### src/rtl/sumador_sched.sv
// sumador_sched: shares one accumulating adder datapath among N_REQ requesters.
// A pending job is arbitrated in IDLE. The datapath is cleared for one cycle and
// then fed the winner's latched operands for the programmed number of accumulate
// cycles, or until the datapath reports an overflow. The result is returned with
// a one-cycle done pulse to the owner.
// Optional build macro: SUMADOR_SCHED_FIXED_PRIO_EN selects fixed priority
// (lowest index wins) instead of round-robin arbitration.
module sumador_sched #(
  parameter int unsigned NB_DATA = 3,
  parameter int unsigned N_REQ   = 4,
  parameter int unsigned NB_CNT  = 8
) (
  input  logic                       i_clk,
  input  logic                       i_rst_n,
  input  logic [N_REQ-1:0]           i_req,
  input  logic [N_REQ*NB_DATA-1:0]   i_data1,
  input  logic [N_REQ*NB_DATA-1:0]   i_data2,
  input  logic [2*N_REQ-1:0]         i_sel,
  input  logic [N_REQ*NB_CNT-1:0]    i_ncycles,
  output logic [N_REQ-1:0]           o_grant,
  output logic [N_REQ-1:0]           o_done,
  output logic [2*NB_DATA-1:0]       o_result,
  output logic                       o_ovf,
  output logic                       o_busy,
  output logic [NB_DATA-1:0]         o_dp_data1,
  output logic [NB_DATA-1:0]         o_dp_data2,
  output logic [1:0]                 o_dp_sel,
  output logic                       o_dp_clr_n,
  input  logic [2*NB_DATA-1:0]       i_dp_data,
  input  logic                       i_dp_overflow
);

  localparam int unsigned NB_RES = 2 * NB_DATA;
  localparam int unsigned NB_IDX = (N_REQ > 1) ? $clog2(N_REQ) : 1;

  localparam logic [1:0] ST_IDLE  = 2'd0;
  localparam logic [1:0] ST_CLEAR = 2'd1;
  localparam logic [1:0] ST_RUN   = 2'd2;
  localparam logic [1:0] ST_DONE  = 2'd3;

  // Registered state
  logic [1:0]         state;
  logic [N_REQ-1:0]   grant;
  logic [N_REQ-1:0]   done;
  logic [NB_RES-1:0]  result;
  logic               ovf;
  logic               busy;
  logic [NB_DATA-1:0] dp_data1;
  logic [NB_DATA-1:0] dp_data2;
  logic [1:0]         dp_sel;
  logic               dp_clr_n;
  logic [NB_IDX-1:0]  ptr;
  logic [NB_IDX-1:0]  owner;
  logic [NB_CNT-1:0]  budget;
  logic [NB_CNT-1:0]  cnt;
  logic               ovf_seen;
  logic               zero_job;

  // Next-state values
  logic [1:0]         state_nxt;
  logic [N_REQ-1:0]   grant_nxt;
  logic [N_REQ-1:0]   done_nxt;
  logic [NB_RES-1:0]  result_nxt;
  logic               ovf_nxt;
  logic               busy_nxt;
  logic [NB_DATA-1:0] dp_data1_nxt;
  logic [NB_DATA-1:0] dp_data2_nxt;
  logic [1:0]         dp_sel_nxt;
  logic               dp_clr_n_nxt;
  logic [NB_IDX-1:0]  ptr_nxt;
  logic [NB_IDX-1:0]  owner_nxt;
  logic [NB_CNT-1:0]  budget_nxt;
  logic [NB_CNT-1:0]  cnt_nxt;
  logic               ovf_seen_nxt;
  logic               zero_job_nxt;

  // Arbiter result
  logic               win_found;
  logic [NB_IDX-1:0]  win_idx;
  logic [NB_IDX-1:0]  cand;

`ifdef SUMADOR_SCHED_FIXED_PRIO_EN
  // Fixed priority: lowest requesting index wins
  always_comb begin
    win_found = 1'b0;
    win_idx   = '0;
    cand      = '0;
    for (int i = int'(N_REQ) - 1; i >= 0; i--) begin
      cand = NB_IDX'(i);
      if (i_req[cand]) begin
        win_found = 1'b1;
        win_idx   = cand;
      end
    end
  end
`else
  // Round-robin: nearest requester after the last owner wins
  always_comb begin
    win_found = 1'b0;
    win_idx   = '0;
    cand      = '0;
    for (int off = int'(N_REQ); off >= 1; off--) begin
      cand = NB_IDX'((int'(ptr) + off) % int'(N_REQ));
      if (i_req[cand]) begin
        win_found = 1'b1;
        win_idx   = cand;
      end
    end
  end
`endif

  // Next-state and next-output logic of the job sequencer
  always_comb begin
    state_nxt    = state;
    grant_nxt    = grant;
    done_nxt     = '0;
    result_nxt   = result;
    ovf_nxt      = ovf;
    dp_data1_nxt = dp_data1;
    dp_data2_nxt = dp_data2;
    dp_sel_nxt   = dp_sel;
    dp_clr_n_nxt = 1'b0;
    ptr_nxt      = ptr;
    owner_nxt    = owner;
    budget_nxt   = budget;
    cnt_nxt      = cnt;
    ovf_seen_nxt = ovf_seen;
    zero_job_nxt = zero_job;

    case (state)
      ST_IDLE: begin
        if (win_found) begin
          state_nxt    = ST_CLEAR;
          grant_nxt    = N_REQ'(1) << win_idx;
          owner_nxt    = win_idx;
          dp_data1_nxt = i_data1[win_idx*NB_DATA +: NB_DATA];
          dp_data2_nxt = i_data2[win_idx*NB_DATA +: NB_DATA];
          dp_sel_nxt   = i_sel[win_idx*2 +: 2];
          budget_nxt   = i_ncycles[win_idx*NB_CNT +: NB_CNT];
        end
      end

      ST_CLEAR: begin
        cnt_nxt      = budget;
        ovf_seen_nxt = 1'b0;
        zero_job_nxt = (budget == '0);
        if (budget == '0) begin
          state_nxt = ST_DONE;
        end else begin
          state_nxt    = ST_RUN;
          dp_clr_n_nxt = 1'b1;
        end
      end

      ST_RUN: begin
        cnt_nxt = cnt - NB_CNT'(1);
        if (i_dp_overflow) begin
          ovf_seen_nxt = 1'b1;
        end
        if ((cnt == NB_CNT'(1)) || i_dp_overflow) begin
          state_nxt = ST_DONE;
        end else begin
          dp_clr_n_nxt = 1'b1;
        end
      end

      ST_DONE: begin
        result_nxt = zero_job ? '0 : i_dp_data;
        ovf_nxt    = ovf_seen;
        done_nxt   = grant;
        grant_nxt  = '0;
        ptr_nxt    = owner;
        state_nxt  = ST_IDLE;
      end

      default: begin
        state_nxt = ST_IDLE;
        grant_nxt = '0;
      end
    endcase

    busy_nxt = (state_nxt != ST_IDLE);
  end

  // State and output registers
  always_ff @(posedge i_clk or negedge i_rst_n) begin
    if (!i_rst_n) begin
      state    <= ST_IDLE;
      grant    <= '0;
      done     <= '0;
      result   <= '0;
      ovf      <= 1'b0;
      busy     <= 1'b0;
      dp_data1 <= '0;
      dp_data2 <= '0;
      dp_sel   <= '0;
      dp_clr_n <= 1'b0;
      ptr      <= NB_IDX'(N_REQ - 1);
      owner    <= '0;
      budget   <= '0;
      cnt      <= '0;
      ovf_seen <= 1'b0;
      zero_job <= 1'b0;
    end else begin
      state    <= state_nxt;
      grant    <= grant_nxt;
      done     <= done_nxt;
      result   <= result_nxt;
      ovf      <= ovf_nxt;
      busy     <= busy_nxt;
      dp_data1 <= dp_data1_nxt;
      dp_data2 <= dp_data2_nxt;
      dp_sel   <= dp_sel_nxt;
      dp_clr_n <= dp_clr_n_nxt;
      ptr      <= ptr_nxt;
      owner    <= owner_nxt;
      budget   <= budget_nxt;
      cnt      <= cnt_nxt;
      ovf_seen <= ovf_seen_nxt;
      zero_job <= zero_job_nxt;
    end
  end

  assign o_grant    = grant;
  assign o_done     = done;
  assign o_result   = result;
  assign o_ovf      = ovf;
  assign o_busy     = busy;
  assign o_dp_data1 = dp_data1;
  assign o_dp_data2 = dp_data2;
  assign o_dp_sel   = dp_sel;
  assign o_dp_clr_n = dp_clr_n;

endmodule

### config.mk
export PLATFORM = sky130hd
export DESIGN_NAME = sumador_sched
export DESIGN_NICKNAME = d
export VERILOG_FILES = /design/src/rtl/sumador_sched.sv
export SDC_FILE = /design/constraint.sdc
export NUM_CORES = 1
export LEC_CHECK = 0
export CORE_ASPECT_RATIO = 1.2
export CORE_MARGIN = 2
export CORE_UTILIZATION = 42
export CTS_BUF_LIST = sky130_fd_sc_hd__clkbuf_4
export CTS_CLUSTER_SIZE = 14
export DETAILED_ROUTE_END_ITERATION = 6
export PLACE_DENSITY = 0.76
export SLEW_MARGIN = 20
export SYNTH_ARGS = -nofsm -noshare
export SYNTH_HDL_FRONTEND = slang
export SYNTH_SLANG_ARGS = --single-unit
### constraint.sdc
create_clock -name i_clk -period 1.9 [get_ports i_clk]
set_input_delay 0.19 -clock i_clk [delete_from_list [all_inputs] [get_ports i_clk]]
set_output_delay 0.19 -clock i_clk [all_outputs]
set_load 0.02 [all_outputs]
==> results of run 1 <==
## worst paths after layout
kind / startpoint / to / slack, ps / cells after the start
worst max-delay path: ptr[1] / o_dp_data2[1] / 40 / 6
worst min-delay path: i_rst_n / o_result[2] / 380 / 2
worst max register to register: ptr[1] / o_dp_data2[1] / 40 / 6
worst min register to register: owner[1] / owner[1] / 500 / 2
max in group asynchronous: i_rst_n / budget[6] / 880 / 3
min in group i_clk: i_dp_data[4] / o_result[4] / 410 / 3
## power breakdown
group,internal [mW],switching [mW]
clock network,0.289,0.316
registers,1.52,0.386
logic,1.83,1.91
total,3.64,2.61
## Yosys cell counts, drive strengths merged, types with 10 or more instances
cell     n
a21oi   14
a221oi  14
a22o    10
buf     12
clkbuf  10
dfrtp   47
inv     12
mux2i   16
nand2   20
nor2    29
o21ai   25
o22ai   21
## state kept, by name (all words and copies together), names as in the netlist, 2 cells and up
name,flops
budget,8
cnt,8
o_done,4
o_dp_data1,3
o_dp_data2,3
o_dp_sel,2
o_grant,4
o_result,6
owner,2
ptr,2
state,2
## layer usage
metal,track usage [%],share of wire [%],up-vias
met5,0,0,-
met4,5.46,1.2,0
met3,4.33,5.2,11
met2,36.4,51,89
met1,26.0,43,1303
li1,-,-,1328
## layout make-up
cell class              instances  area, um2
multi-input cells             206       1550
inverters                      13       48.8
repair buffers                137       1340
well taps                      85        106
clock buffers                   6       45.0
clock inverters                 2       33.8
flip-flops and latches         49       1230
fillers                       563       2130
## critical path: stages, from the launching register on
cell       delay (ps)
dfstp_2           420
buf_6             130
o211a_1           210
or3_4             390
clkbuf_16         190
a221oi_4          290
o22ai_1           100
## placed cells by master, fill, tap and decap left out, types with 8 or more instances in the layout
cell type | synthesis | final
a21oi_1 | 14 | 14
a221oi_2 | 10 | 8
a22o_1 | 9 | 9
buf_4 | 1 | 29
clkdlybuf4s50_1 | 0 | 100
dfrtp_1 | 47 | 47
inv_1 | 12 | 12
mux2i_1 | 16 | 15
nand2_1 | 20 | 20
nor2_1 | 28 | 28
o21ai_0 | 25 | 25
o22ai_1 | 21 | 21
## metrics by stage
stage | power (mW) | util, % | setup slack (ps) | cells
global route | 6.72 | 67.2 | -3.82 | 498
detailed placement | 5.36 | 63.1 | -359 | 483
global placement | 5.23 | 63.1 | -330 | 483
finish | 6.25 | 67.2 | 43.1 | 498
CTS | 5.98 | 64.6 | 14.3 | 492
floorplan | 4.04 | - | 47.3 | 290
## kinds of logic (layout without fill, tap and decap cells)
logic type | after synthesis | in the layout
multiplexers | 18 | 18
adder cells (fa/ha/maj) | 6 | 6
AND/OR/NAND/NOR | 76 | 76
buffers and inverters | 35 | 158
flip-flops | 49 | 49
AO/OA/AOI/OAI | 106 | 106
## repair_timing
item                                   CTS  global route
cloned                                   0             1
pin swaps                                0             3
setup endpoints to repair                9            13
endpoints found under the hold margin   27             0
buffers inserted                         0             5
resized for setup                        2            15
hold buffers                             1             0
==> summary.txt, run 1 <==
Synthesis
  • Post-Synth Adder-Cell Area: 2.66%
  • Synth Area in Simple Gates: 12.9%
  • Post-synthesis mux area share: 6.47%
  • Post-synth ARST share: 100%
  • YS warnings: 0
  • Synth area leaders: dfrtp_1 42%, mux2i_1 5.7%, a221oi_2 5.3%
  • Unique masters post-synth: 47
  • Yosys top cell by area: dfrtp_1
  • Avg Inst Size Synth: 9.74 um2
  • EDFF count, synth: 0
  • Sequential cell area fraction in the yosys report: 43.5%
  • Most used flip-flop cell after synthesis: dfrtp_1
  • Synthesized flop and latch total: 49
  • Top-area cell type share of the netlist area: 41.6%
  • Gate Count Post-Synth: 290
  • Mapped Nets: 373
  • Compound-cell area share of the yosys netlist: 28.8%
  • XOR/XNOR Fraction of Synth Area: 0%
  • Largest family of logic cells by synthesized area: compound AO/OA/AOI/OAI gates
  • Cell Area, Synth: 2820 um2

Global routing
  • Vias in the first global route: 2,736
  • GR Util All Layers: 20.7%
  • Total grt overflow: 0
  • Largest net degree at the start of global routing: 32
  • Initial antenna violation count: 0
  • First-pass GRT wire length: 12,400 um

Clock tree
  • Clock Sinks: 49
  • H-tree level count: 2
  • Total CTS buffers: 5
  • Worst-Skew Late Latency: 360 ps
  • Clock transition at path regs: 130 ps
  • Root Buffer: clkbuf_4
  • CTS tree: built
  • CTS max path bufs: 2

Routing
  • Detailed Routing Iterations Pass 1: 4
  • Final Routed Wirelength: 7760 um
  • Routed Antenna Nets: 0
  • DRC violations left: 0
  • Violation count after the first detailed-route iteration: 97
  • Vias post-DR: 2,731
  • Vias per inst: 5.48
  • WL/cell: 15.6 um

STA
  • Worst Max-Slew Pin Slew: 673 ps
  • Slew headroom: 55.1%
  • Max Freq: 0.539 GHz
  • Final Hold Viols: 0
  • Worst Skew: 9.63 ps
  • Post-layout min period: 1860 ps
  • Final hold slack: 383 ps
  • Fin. max-slew vios: 0
  • Fin crit share: 97.7%
  • Final Setup Violations: 0
  • Setup TNS: 0 ps

Job
  • Maxcap violations: 0

Worst hold path
  • Worst Hold Class: input pin to async pin

Floorplan
  • # rows: 32
  • Starting Density: 43.5%
  • Core ar.: 6490 um2
  • DIE WIDTH: 78.9 um
  • Die area: 7400 um2
  • Die H: 93.8 um
  • Top Ports: 102

Power
  • Peak supply drop: 0.000917 V
  • Cell Pwr Density: 1430 nW/um2
  • Leakage: 1.81 nW

Placement
  • Placed Area: 4090 um2
  • IO Port Bufs: 101
  • GPL Wtd Cong: 0.820
  • HPWL after detailed placement: 5690 um

Layout
  • ANT cells: 0
  • Layout cells sized above 1: 17.9%
  • Nets: 495
  • Fin area: 4360 um2
  • Area delta synth->final: 54.3%

Critical path
  • Worst Path Arrival: 2100 ps
  • CP Data Required Time: 2140 ps
  • Critical path peak fanout: 7
  • Critical Path End Type: register
  • Crit path kind: register to register
  • Startpoint types: register

Outcome
  • Outcome: completed
(Power assumes the default switching activity.)
==> run 2: changes to the inputs <==
--- a/config.mk
+++ b/config.mk
@@ -11,6 +11,7 @@
 export CTS_BUF_LIST = sky130_fd_sc_hd__clkbuf_4
 export CTS_CLUSTER_SIZE = 14
 export DETAILED_ROUTE_END_ITERATION = 6
+export HOLD_SLACK_MARGIN = 0.1
 export PLACE_DENSITY = 0.76
 export SLEW_MARGIN = 20
 export SYNTH_ARGS = -nofsm -noshare
==> results of run 2 <==
The final DEF is identical to that of run 1; final timing and power are the same.
==> run 3: changes to the inputs <==
==> constraint.sdc (replaced) <==
create_clock -name i_clk -period 1.9 [get_ports i_clk]
set_input_delay 0.38 -clock i_clk [delete_from_list [all_inputs] [get_ports i_clk]]
set_output_delay 0.38 -clock i_clk [all_outputs]
set_load 0.02 [all_outputs]
==> summary.txt, run 3 (synthesized netlist as in run 1, its figures left out) <==
Layout
  • Final non-filler cell total: 495 (-0.60%)
  • Layout cells sized above 1: 18.0% (+0.13 points)
  • Most frequent cells in the layout: 97 x clkdlybuf4s50_1, 47 x dfrtp_1, 28 x nor2_1
  • Commonest non-fill, non-tap cell in the layout: clkdlybuf4s50_1
  • Layout fillers: 533 (-5.3%)
  • Area of the multi-input gates: 1510 um2 (-3.1%)
  • Nets: 492 (-0.61%)
  • Fin area: 4320 um2 (-0.92%)
  • Area delta synth->final: 52.9%
  • ANT cells: 0 (unchanged)
  • Reg area: 1230 um2 (unchanged)

STA
  • Final Setup Violations: 0 (unchanged)
  • Worst Max-Slew Pin Slew: 615 ps (-57.8 ps)
  • Fin crit share: 96.7% (-0.99 points)
  • Max Freq: 0.544 GHz (+1.0%)
  • Final Hold Viols: 0 (unchanged)
  • Worst Skew: 12.6 ps (+2.97 ps)
  • Final hold slack: 500 ps (+117 ps)
  • Post-layout min period: 1840 ps (-18.8 ps)
  • Setup TNS: 0 ps (unchanged)
  • RSZ-0062 raised after global routing: true
  • Slew headroom: 58.6% (+3.5 points)
  • Fin. max-slew vios: 0 (unchanged)

Placement
  • IO Port Bufs: 101 (unchanged)
  • HPWL after detailed placement: 5710 um (+0.37%)
  • GPL Wtd Cong: 0.901 (+9.9%)
  • Placed Area: 4120 um2 (+0.61%)
  • Placed cell count: 483 (unchanged)

Clock tree
  • CTS tree: built
  • Worst-Skew Late Latency: 370 ps (about the same)
  • CTS max path bufs: 2 (unchanged)
  • H-tree level count: 2 (unchanged)
  • Clock Sinks: 49 (unchanged)
  • Total CTS buffers: 5 (unchanged)
  • Root Buffer: clkbuf_4
  • Clock transition at path regs: 150 ps (+20 ps)

Power
  • Final Power: 6.16 mW (-1.5%)
  • Leakage: 1.83 nW (+0.81%)
  • Peak supply drop: 0.000820 V (-11%)
  • Cell Pwr Density: 1430 nW/um2 (-0.58%)

Global routing
  • Initial antenna violation count: 0 (unchanged)
  • Vias in the first global route: 2,636 (-3.7%)
  • GR Util All Layers: 21.0% (+0.28 points)
  • Total grt overflow: 0 (unchanged)
  • Largest net degree at the start of global routing: 50 (+56%)
  • First-pass GRT wire length: 12,500 um (+0.34%)

Critical path
  • Crit path from: ptr[1]
  • Crit path kind: register to register
  • Startpoint types: register
  • Worst Path Arrival: 2110 ps (about the same)
  • Critical path peak fanout: 14 (+7)
  • CP Data Required Time: 2170 ps (+30 ps)
  • R2r startpoint: ptr[1]
  • Critical Path End Type: register
  • FF-to-FF path depth: 6 (unchanged)

Routing
  • Vias post-DR: 2,707 (-0.88%)
  • Detailed Routing Iterations Pass 1: 4 (unchanged)
  • WL/cell: 15.6 um (+0.20%)
  • DRC violations left: 0 (unchanged)
  • Final Routed Wirelength: 7730 um (-0.40%)
  • Routed Antenna Nets: 0 (unchanged)
  • Violation count after the first detailed-route iteration: 182 (+88%)
  • Vias per inst: 5.47 (-0.28%)

Floorplan
  • Core ar.: 6490 um2 (unchanged)
  • Die area: 7400 um2 (unchanged)
  • Starting Density: 43.5% (unchanged)
  • Top Ports: 102 (unchanged)
  • # rows: 32 (unchanged)
  • Die H: 93.8 um (unchanged)
  • DIE WIDTH: 78.9 um (unchanged)

Job
  • Maxcap violations: 0 (unchanged)

Outcome
  • Outcome: completed

Worst hold path
  • Worst Hold Class: input pin to async pin
-- run 3: cell types whose count changed in the layout (fill, tap and decap cells not counted), sizes merged --
| cell | change |
|---|---|
| dlymetal6s2s | +3 |
| clkinvlp | +1 |
| clkdlybuf4s50 | -3 |
| buf | -4 |
-- run 3: report_power, final --
part,leakage [nW],total (mW),internal [mW],switching (mW)
combinational,1.22,3.63,1.81,1.82
clock,0.0389,0.607,0.273,0.335
sequential,0.568,1.92,1.52,0.401
total,1.83,6.16,3.60,2.56
-- run 3: metal layers --
layer / vias up / routed length, um / GRT usage (%)
li1: 1322 / - / -
met1: 1284 / 3310 / 27.3
met2: 95 / 3880 / 36.0
met3: 6 / 473 / 4.81
met4: 0 / 70 / 4.45
met5: - / 0 / 0
-- run 3: path summary, 6_finish.rpt --
path	slack, ps	end
min in group i_clk	500	o_result[4]
min reg2reg	500	o_result[4]
min	500	o_result[5]
max in group asynchronous	1100	ptr[0]
max	60	budget[1]
max reg2reg	60	budget[1]
-- run 3: worst max-delay path, stage by stage (launching register included) --
cell and delay, ps:
dfstp_2 420, clkbuf_2 140, o211a_1 220, or3_4 370, buf_12 170, a221oi_1 300, o22ai_1 110
-- run 3: repair_timing --
action,4_1_cts,5_1_grt
pin swaps,0,4
buffers inserted,0,2
cloned,0,1
resized for setup,1,25
setup endpoints to repair,15,17
hold endpoints to repair,47,0
hold buffers,1,0
-- run 3: area by class of cell --
class                      instances  share of cell area, %
tap                               85                   2.46
sequential                        49                   28.5
multi-input combinational        206                   34.9
inverter                          13                   1.13
timing repair buffer             134                   31.2
clock buffer                       5                  0.870
clock inverter                     3                  0.957
-- run 3: metrics by stage --
step	setup WS, ps	util, %
5_1_grt	-15.9	66.6
2_1_floorplan	32.6	-
4_1_cts	10.8	64.9
3_3_place_gp	-411	63.5
3_5_place_dp	-479	63.5
6_report	62.0	66.6
